==> src/rtl/div_unit.sv <==
// div_unit: iterative 32-bit integer divider for the execute stage.
//
// Runs one restoring shift-subtract step per cycle: one IDLE cycle samples
// the request, 32 BUSY cycles do the steps, and a single DONE cycle presents
// the sign-corrected result with a one-cycle ready pulse. The pipeline is
// held through div_stall until that DONE cycle.
//
// Ports
//   clk        in   1   pipeline clock (rising edge)
//   rst        in   1   asynchronous reset, active low
//   a          in  32   dividend
//   b          in  32   divisor
//   signed_div in   1   1 = DIV (two's complement), 0 = DIVU
//   start      in   1   request a division (only honoured in IDLE)
//   annul      in   1   abort the operation in flight
//   result     out 64   {remainder, quotient}, held until the next DONE
//   ready      out  1   one-cycle pulse, result valid in that cycle
//   div_stall  out  1   stall request to the hazard unit
module div_unit (
  input  logic        clk,
  input  logic        rst,
  input  logic [31:0] a,
  input  logic [31:0] b,
  input  logic        signed_div,
  input  logic        start,
  input  logic        annul,
  output logic [63:0] result,
  output logic        ready,
  output logic        div_stall
);

  typedef enum logic [1:0] {IDLE, BUSY, DONE} divState_t;

  // Per-operation context captured when the request is accepted.
  typedef struct packed {
    logic        quotSign;
    logic        remSign;
    logic        zeroDiv;
    logic [31:0] divisor;
  } opCtx_t;

  divState_t   state, stateNext;
  logic [5:0]  iterCnt;
  logic [64:0] work;       // {partial remainder[64:32], dividend/quotient[31:0]}
  opCtx_t      ctx;

  logic        accept;
  logic        lastStep;
  logic [31:0] absA, absB;
  logic [33:0] trialSub;
  logic [64:0] workStep;
  logic [31:0] quotRaw, remRaw, quotFix, remFix;

  assign accept   = (state == IDLE) && start && !annul;
  assign lastStep = (iterCnt == 6'd31);

  assign absA = (signed_div && a[31]) ? -a : a;
  assign absB = (signed_div && b[31]) ? -b : b;

  // One restoring step. The shifted partial remainder can reach 33 bits, so
  // the trial subtraction is done at 34 bits and bit 33 is the borrow.
  assign trialSub = {1'b0, work[63:31]} - {2'b00, ctx.divisor};
  assign workStep = trialSub[33] ? {work[63:0], 1'b0}
                                 : {trialSub[32:0], work[30:0], 1'b1};

  // The remainder is always below the divisor, so it fits in 32 bits.
  assign quotRaw = workStep[31:0];
  assign remRaw  = workStep[63:32];

  // With b == 0 every trial succeeds, leaving |a| as the remainder; undoing
  // the dividend sign restores the raw a. The quotient is forced to all ones
  // so the sign fix-up cannot turn it into 1.
  assign quotFix = ctx.zeroDiv  ? 32'hFFFF_FFFF
                 : ctx.quotSign ? -quotRaw : quotRaw;
  assign remFix  = ctx.remSign  ? -remRaw : remRaw;

  always_ff @(posedge clk or negedge rst) begin
    if (!rst) begin
      state <= IDLE;
    end else begin
      state <= stateNext;
    end
  end

  always_comb begin
    stateNext = state;
    case (state)
      IDLE: if (accept) stateNext = BUSY;
      BUSY: begin
        if (annul)         stateNext = IDLE;
        else if (lastStep) stateNext = DONE;
      end
      DONE:    stateNext = IDLE;
      default: stateNext = IDLE;
    endcase
  end

  always_ff @(posedge clk or negedge rst) begin
    if (!rst) begin
      iterCnt <= '0;
      work    <= '0;
      ctx     <= '0;
      result  <= '0;
    end else if (accept) begin
      iterCnt      <= '0;
      work         <= {33'd0, absA};
      ctx.quotSign <= signed_div && (a[31] ^ b[31]);
      ctx.remSign  <= signed_div && a[31];
      ctx.zeroDiv  <= (b == 32'd0);
      ctx.divisor  <= absB;
    end else if ((state == BUSY) && !annul) begin
      iterCnt <= iterCnt + 6'd1;
      work    <= workStep;
      if (lastStep) result <= {remFix, quotFix};
    end
  end

  assign ready     = (state == DONE);
  assign div_stall = accept || (state == BUSY);

endmodule

==> config.mk <==
export PLATFORM = sky130hd
export DESIGN_NAME = div_unit
export DESIGN_NICKNAME = d
export VERILOG_FILES = /design/src/rtl/div_unit.sv
export SDC_FILE = /design/constraint.sdc
export NUM_CORES = 1
export LEC_CHECK = 0
export ABC_AREA = 0
export BUFFER_PORTS_ARGS = -buffer_cell sky130_fd_sc_hd__clkbuf_2
export CORE_MARGIN = 2
export CORE_UTILIZATION = 60
export CTS_CLUSTER_DIAMETER = 150
export DETAILED_ROUTE_END_ITERATION = 8
export PLACE_DENSITY = 0.92
export SETUP_SLACK_MARGIN = 0.5
export SLEW_MARGIN = 20
export SYNTH_ARGS = -nofsm -noshare
export SYNTH_HDL_FRONTEND = slang
export SYNTH_SLANG_ARGS = --single-unit
==> constraint.sdc <==
create_clock -name clk -period 7 [get_ports clk]
set_input_delay 2.1 -clock clk [delete_from_list [all_inputs] [get_ports clk]]
set_output_delay 2.1 -clock clk [all_outputs]
set_load 0.01 [all_outputs]
== Word level (Yosys, flattened, before mapping) ==
Index checks and enable logic that the tools add are counted.

* Flip-flop bits (word level): 171
* Bits of input ports: 69
* Output and inout port bits: 66
* Logic and storage cells: 48

* Add/subtract/negate cells: 6
* Equality and inequality tests: 5
* Muxes and demuxes: 14
* Bitwise operators: 2
* Reductions and logical operators: 13

{| class="wikitable"
|+ Operator list
! cell !! number
|-
| 64-bit two-way mux || 3
|-
| 32-bit two-way mux || 5
|-
| 32-bit negator || 4
|-
| 33-bit by 32-bit subtractor with 34-bit output || 1
|-
| 32-bit logical NOT || 1
|-
| 6-bit two-way mux || 2
|-
| 6-bit by 1-bit adder with 6-bit output, second input constant || 1
|-
| 6-bit by 5-bit == test with 1-bit output, second input constant || 1
|-
| 1-bit logical AND || 6
|-
| 2-bit two-way mux || 3
|-
| 2-bit one-hot mux with 2 select lines || 1
|-
| 3-bit != test, second input constant || 1
|-
| 3-bit AND reduction || 1
|-
| 2-bit by 1-bit == test with 1-bit output, second input constant || 1
|-
| 2-bit == test, second input constant || 1
|-
| 2-bit logical NOT || 1
|-
| 2-bit != test, second input constant || 1
|-
| 2-bit AND reduction || 1
|-
| 2-bit nonzero test || 1
|-
| 1-bit logical NOT || 1
|-
| 1-bit logical OR || 1
|-
| 1-bit inverter || 1
|-
| 1-bit bitwise XOR || 1
|}

== Depth between registers and ports, before layout ==
Gate-level depths: netlist of the first run.

* Word-level depth: 5
* Mapped depth: 24
* Gate-level depth less buffers: 20

== Worst setup path after synthesis of the first run ==
OpenSTA, ideal clock, no wires.

* Kind: input -> output
* From: input annul
* To: output div_stall
* Arrival time: 3037 ps
* Required time: 4900 ps
* Slack: 1863 ps
* Stages on the path: 5
* Path buffers: 2
* Cell sequence: nor2_1 -> nand3_1 -> clkbuf_1 -> clkbuf_1 -> o21ai_0

* Cells in the longest elaborated chain, start to end: 3

{| class="wikitable"
|+ Ends and longest elaborated chain
! item !! RTL line !! text
|-
| start: declaration || 26 || <nowiki>input logic annul,</nowiki>
|-
| 1-bit logical NOT || 54 || <nowiki>assign accept = (state == IDLE) && start && !annul;</nowiki>
|-
| 1-bit logical AND || 54 ||
|-
| 1-bit logical OR || 119 || <nowiki>assign div_stall = accept || (state == BUSY);</nowiki>
|-
| end: declaration || 29 || <nowiki>output logic div_stall</nowiki>
|}

Every way passes these cells.

== Final worst setup path of the first run ==
* From: register work[38]
* To: register result[60]

* Cells in the longest elaborated chain, start to end: 4

{| class="wikitable"
|+ Ends and longest elaborated chain
! item !! RTL line !! text
|-
| start: declaration || 44 || <nowiki>logic [64:0] work;</nowiki>
|-
| start signal: assignment || 106 || <nowiki>work <= {33'd0, absA};</nowiki>
|-
| start signal: assignment || 113 || <nowiki>work <= workStep;</nowiki>
|-
| 33-bit by 32-bit subtractor with 34-bit output || 62 || <nowiki>assign trialSub = {1'b0, work[63:31]} - {2'b00, ctx.divisor};</nowiki>
|-
| 64-bit two-way mux (*) || 63 || <nowiki>assign workStep = trialSub[33] ? {work[63:0], 1'b0}</nowiki>
|-
| 32-bit negator || 75 || <nowiki>assign remFix = ctx.remSign ? -remRaw : remRaw;</nowiki>
|-
| 32-bit two-way mux (*) || 75 ||
|-
| end signal: assignment || 114 || <nowiki>if (lastStep) result <= {remFix, quotFix};</nowiki>
|-
| end: declaration || 27 || <nowiki>output logic [63:0] result,</nowiki>
|}

Every way passes the cells marked *; elsewhere a longest branch is shown, timed or not.
A chain may end at the register's enable or synchronous reset.

==> results of run 1 <==
-- flip-flops by register name, indices dropped and copies added (netlist names) --
signal	cells
iterCnt	6
ctx	35
state	2
result	64
work	64
-- final timing paths --
| path | end | start | slack [ns] | depth (start not counted) |
|---|---|---|---|---|
| min in group asynchronous | ctx[0]$_DFFE_PN0P_ | rst | 1.58 | 1 |
| worst max-delay path | result[60]$_DFFE_PN0P_ | work[38]$_DFFE_PN0P_ | 1.50 | 20 |
| worst min register to register | result[31]$_DFFE_PN0P_ | result[31]$_DFFE_PN0P_ | 0.47 | 2 |
| worst max register to register | result[60]$_DFFE_PN0P_ | work[38]$_DFFE_PN0P_ | 1.50 | 20 |
| max in group asynchronous | result[24]$_DFFE_PN0P_ | rst | 4.15 | 2 |
| worst min-delay path | result[31]$_DFFE_PN0P_ | result[31]$_DFFE_PN0P_ | 0.47 | 2 |
-- power breakdown --
group / internal (mW) / switching [mW] / total (mW)
combinational: 1.35 / 2.40 / 3.75
sequential: 1.16 / 0.294 / 1.46
clock: 0.609 / 0.414 / 1.02
total: 3.13 / 3.11 / 6.24
-- per-layer routing --
layer	part of all wire	GRT usage	vias to the layer above
met5	0	0	-
met4	0.020	0.09133	0
met3	0.11	0.07948	76
met2	0.43	0.4883	693
met1	0.43	0.5009	5319
li1	-	-	5230
-- layout by cell type (no fill, tap or decap), drive strengths merged, types with 5 or more instances in the layout --
cell and count:
nand2 196, clkinv 5, ha 37, a21o 13, o41ai 15, o21a 5
o31ai 26, a31oi 11, nor3 33, nor4 17, dfrtp 171, o211ai 8
a211oi 6, xnor2 82, nand3 24, or4 15, nor2b 7, xor2 64
a22oi 31, inv 59, clkbuf 151, a21oi 89, mux2i 26, and3 11
nand4 13, buf 12, and2 8, or3 22, o21ai 186, nor2 101
-- kinds of logic after synthesis --
kind of cell               Yosys count  synth area share
and+or+nand+nor                    467            0.1879
AOI/OAI and AO/OA                  432            0.2270
DFF                                171            0.3677
xor gates and xnor gates           146            0.1099
buffers and inverters              129           0.04268
adders and majority gates           38           0.04150
muxes                               27           0.02333
-- worst max-delay path, stage by stage (launching register included) --
cell and delay (ns):
dfrtp_1 0.45, ha_1 0.46, and2_0 0.32, nand3_1 0.14, a21o_1 0.22, a2111oi_2 0.37, o21ai_0 0.18, buf_4 0.23
nand2_2 0.27, inv_1 0.12, mux2i_1 0.24, ha_1 0.24, nand2_1 0.09, or3_1 0.31, or4_1 0.44, nor3_1 0.24
a41o_1 0.32, nand4_1 0.20, o21ai_0 0.27, xnor2_1 0.14, o21ai_0 0.09
-- metrics by stage --
| stage | total power, mW | util | cell area, µm² | setup slack, ns |
|---|---|---|---|---|
| floorplan | 4.045 | - | 11640 | 1.863 |
| global placement | 4.953 | 0.6601 | 12470 | 1.861 |
| detailed placement | 5.039 | 0.6601 | 12470 | 1.627 |
| CTS | 6.077 | 0.6933 | 13100 | 1.594 |
| global route | 6.611 | 0.6934 | 13100 | 1.132 |
| finish | 6.236 | 0.6934 | 13100 | 1.504 |
-- cell type report --
type / count / area share
clock buffers: 18 / 0.03352
clock inverters: 12 / 0.01442
inverters: 58 / 0.01662
multi-input cells: 1110 / 0.5260
flip-flops and latches: 171 / 0.3266
well taps: 260 / 0.02483
repair buffers: 145 / 0.05797
==> metrics.yaml, run 1 <==
status: "finished clean"
clk_pin_slew_ns: 0.07
synthArstFlopShare: 1.000
post_cts_buffers: 0
yosysMostFrequentCell: "nand2_1"
synth_area_per_cell_um2: 8.253
hold_buffers: 0
required_ns: 7.29
synth_common_cells: "nand2_1 (196), o21ai_0 (181), dfrtp_1 (171)"
post_drt_wl_per_cell_um: 18.88
fin_cells: 1774
place_inst: 1744
ioPinCount: 135
period_minus_slack_ns: 5.496
grt_pass1_vias: 10580
area_delta_synth_final_pct: 12.58
hold_viol_final: 0
drc: 0
nets: 1610
fin_tns_setup_ns: 0
dp_hpwl_mm: 25.00
p_leak_nw: 5.935
drt-total-wl_mm: 33.49
cp.arrival_ns: 5.78
whs_ns: 0.4672
fillers: 1531
syn-num-nets: 1517
max_freq_ghz: 0.1819
cp_max_fo: 16
antenna_cells: 0
antenna_found_initial: 0
worstSetupPathType: "flop to flop"
grt_max_degree: 97
multi_input_area_um2: 6892
grt_pass1_wl_mm: 54.61
fin_crit_sh: 0.7852
clockBufferDepth: 2
slew_headroom: 0.3065
ys_seq_elements: 171
syn_area_um2: 11640
hp-class: "flop to flop"
yosysTopAreaCellShare: 0.3677
rows: 50
synth_cells: 1410
drt_iter0_drc: 1664
end_kind: "flop"
gr-total-overflow: 0
cts_resized: 0
synth-edff-count: 0
setup_viol: 0
ys_top_cells_by_area: "dfrtp_1 (37%), o21ai_0 (7.8%), nand2_1 (6.3%)"
vias: 11320
finClkSkew_ns: 0.01275
grt_usage: 0.3355
ys_types: 72
synth_area_leader_cell: "dfrtp_1"
clk_latency_ns: 0.44
coreArea_um2: 18890
ir_worst_vdd_mv: 0.2700
die_y_um: 143.3
cts-root-buf: "clkbuf_16"
cts_tree: "built"
drive_gt1_frac: 0.1301
die-area_um2: 20530
pwr_density_cell_nw_per_um2: 476.0
portBuffers: 134
firstDrtPassIters: 6
yosys_warnings: 0
yosys_most_used_dff: "dfrtp_1"
drv_cap: 0
cp-start-kind: "flop"
maxSlewViolCount: 0
ant_nets: 0
seqCellArea_um2: 4279
via_per_inst: 6.380
routabilityCongestion: 1.001
initial_utilization: 0.6160
ys_seq_area_frac: 0.3677
worst_pin_slew_ns: 1.040
die_w_um: 143.3
htree_levels: 4
rsz0062_at_grt: "no"
cts_buffers: 17
clock_sink_count: 171
No activity file was read; power rests on OpenSTA's default activity.
==> inputs of run 2 (changes only) <==
- CORE_UTILIZATION: 60 -> 54
- PLACE_DENSITY: 0.92 -> 0.88
- clock period: 7 -> 4.45 ns (I/O delays scaled with it)
==> metrics.yaml, run 2 (synthesis gave the netlist of run 1 again) <==
drive_gt1_frac: 0.2297  # +0.09960
required_ns: 4.72  # -2.57 ns
grt_pass1_wl_mm: 58.68  # +7.5%
final_common_cell: "nand2_1"
nets: 1710  # +6.2%
clock_sink_count: 171  # unchanged
fin_cells: 1890  # +6.5%
maxSlewViolCount: 0  # unchanged
seqCellArea_um2: 4283  # about the same
die_y_um: 150.8  # +5.3%
end_kind: "flop"
post_drt_wl_per_cell_um: 20.14  # +6.7%
ioPinCount: 135  # unchanged
worstSetupPathType: "flop to flop"
clk_pin_slew_ns: 0.06  # about the same
antenna_cells: 0  # unchanged
routabilityCongestion: 1.030  # +2.9%
cp-start-kind: "flop"
setup_viol: 4  # +4
crit_buf_inv: 2  # unchanged
violations: "setup timing"
p_leak_nw: 6.511  # +9.7%
layout_common_cells: "nand2_1 (189), dfrtp_1 (168), o21ai_0 (166)"
worst_pin_slew_ns: 1.049  # +0.009075 ns
drt_iter0_drc: 1354  # -19%
dp_hpwl_mm: 27.38  # +9.5%
vias: 11960  # +5.7%
coreArea_um2: 21090  # +12%
antenna_found_initial: 0  # unchanged
post-route-cell-area_um2: 14410  # +10%
grt_max_degree: 97  # unchanged
crit_family: "compound AO/OA/AOI/OAI gates"
period_minus_slack_ns: 4.541  # -0.9554 ns
ir_worst_vdd_mv: 0.6622  # +150%
grt_usage: 0.3305  # -0.005029
drv_cap: 0  # unchanged
ant_nets: 0  # unchanged
htree_levels: 4  # unchanged
grt_pass1_vias: 11120  # +5.1%
gr-total-overflow: 0  # unchanged
rsz0062_at_grt: "yes"
rows: 53  # +6.0%
fin_ws_ns: -0.09081  # -1.595 ns
cp.arrival_ns: 4.81  # -0.97 ns
fin_crit_sh: 1.020  # +0.2352
clockBufferDepth: 2  # unchanged
cpPeakStageDelay_ns: 0.47  # about the same
firstDrtPassIters: 6  # unchanged
place_inst: 1829  # +4.9%
path_cells: "inv_1 -> ha_4 -> a21oi_1 -> nor2b_1 -> o21ai_0 -> o211ai_1 -> o21ai_2 -> nand2_2 -> inv_2 -> mux2i_2 -> ha_2 -> nand2_2 -> or3_1 -> or4_4 -> nor3_4 -> a41o_1 -> nand4_1 -> o21ai_1 -> xnor2_1 -> o21ai_0"
cp_max_fo: 6  # -10
finClkSkew_ns: 0.01057  # -0.002180 ns
hold_buffers: 0  # unchanged
dpl_cell_area_um2: 13170  # +5.6%
cts-root-buf: "clkbuf_16"
portBuffers: 134  # unchanged
fillers: 1627  # +6.3%
whs_ns: 0.4725  # +0.005261 ns
clk_latency_ns: 0.45  # about the same
top_regs: "result (64), work (64), ctx (35)"
die_w_um: 150.8  # +5.3%
die-area_um2: 22740  # +11%
hp-class: "flop to flop"
power_mw: 11.81  # +89%
area_delta_synth_final_pct: 23.84
via_per_inst: 6.328  # -0.81%
slew_headroom: 0.2961  # -0.01037
multi_input_area_um2: 7375  # +7.0%
initial_utilization: 0.5519  # -0.06410
drt-total-wl_mm: 38.07  # +14%
max_freq_ghz: 0.2202  # +21%
hold_viol_final: 0  # unchanged
cts_tree: "built"
status: "complete, but fails checks"
pwr_density_cell_nw_per_um2: 819.8  # +72%
worst_path_max_delay_cell: "or4_4"
drc: 0  # unchanged
cts_buffers: 17  # unchanged
-- run 2: cell count changes in the layout (fill, tap and decap cells not counted), moves of 8 or more --
cell and delta:
buf_4 +94, a21oi_1 -9, a21oi_2 +8, ha_4 +10, ha_1 -13, o21ai_1 +10
o21ai_0 -15
-- run 2: metal layers --
layer	vias up	GRT usage	share of wire
li1	5441	-	-
met1	5664	0.4767	0.42
met2	723	0.4927	0.44
met3	132	0.06777	0.11
met4	0	0.1201	0.034
met5	-	0	0
-- run 2: layout make-up --
| cell class | instances | area share |
|---|---|---|
| clock buffers | 19 | 0.03004 |
| clock inverters | 12 | 0.01450 |
| inverters | 58 | 0.01511 |
| multi-input cells | 1110 | 0.5117 |
| flip-flops and latches | 171 | 0.2972 |
| well taps | 275 | 0.02388 |
| repair buffers | 245 | 0.1076 |
-- run 2: timing repair --
action,CTS,global route
endpoints found under the setup margin,17,27
buffers inserted,14,16
pin swaps,12,26
hold endpoints to repair,0,0
resized for setup,30,52
-- run 2: path summary, 6_finish.rpt --
check,startpoint,endpoint,slack (ns),cells past startpoint
worst max-delay path,ctx[22]$_DFFE_PN0P_,result[60]$_DFFE_PN0P_,-0.09,20
worst min-delay path,result[2]$_DFFE_PN0P_,result[2]$_DFFE_PN0P_,0.47,2
worst max register to register,ctx[22]$_DFFE_PN0P_,result[60]$_DFFE_PN0P_,-0.09,20
worst min register to register,result[2]$_DFFE_PN0P_,result[2]$_DFFE_PN0P_,0.47,2
max in group asynchronous,rst,work[50]$_DFFE_PN0P_,2.67,2
min in group asynchronous,rst,ctx[11]$_DFFE_PN0P_,0.91,1
-- run 2: worst reg2reg max path, stage by stage, from the launching register on --
cell,delay [ns]
dfrtp_1,0.39
inv_1,0.11
ha_4,0.24
a21oi_1,0.22
nor2b_1,0.08
o21ai_0,0.24
o211ai_1,0.19
o21ai_2,0.20
nand2_2,0.10
inv_2,0.09
mux2i_2,0.24
ha_2,0.24
nand2_2,0.05
or3_1,0.31
or4_4,0.47
nor3_4,0.15
a41o_1,0.25
nand4_1,0.25
o21ai_1,0.25
xnor2_1,0.15
o21ai_0,0.14
-- run 2: per-stage QoR --
| stage | setup TNS, ns | setup WS [ns] | util |
|---|---|---|---|
| 5_1_grt | -1.419 | -0.3093 | 0.6834 |
| 2_1_floorplan | -0.01884 | -0.006818 | - |
| 4_1_cts | 0 | 0.08691 | 0.6666 |
| 3_3_place_gp | 0 | 0.1381 | 0.6244 |
| 3_5_place_dp | 0 | 0.009162 | 0.6244 |
| 6_report | -0.2277 | -0.09081 | 0.6834 |
-- run 2: report_power, final --
group / internal (mW) / switching [mW] / leakage, nW / total [mW]
sequential: 1.84 / 0.373 / 2.27 / 2.21
combinational: 3.16 / 4.77 / 3.93 / 7.93
clock: 1.00 / 0.673 / 0.311 / 1.68
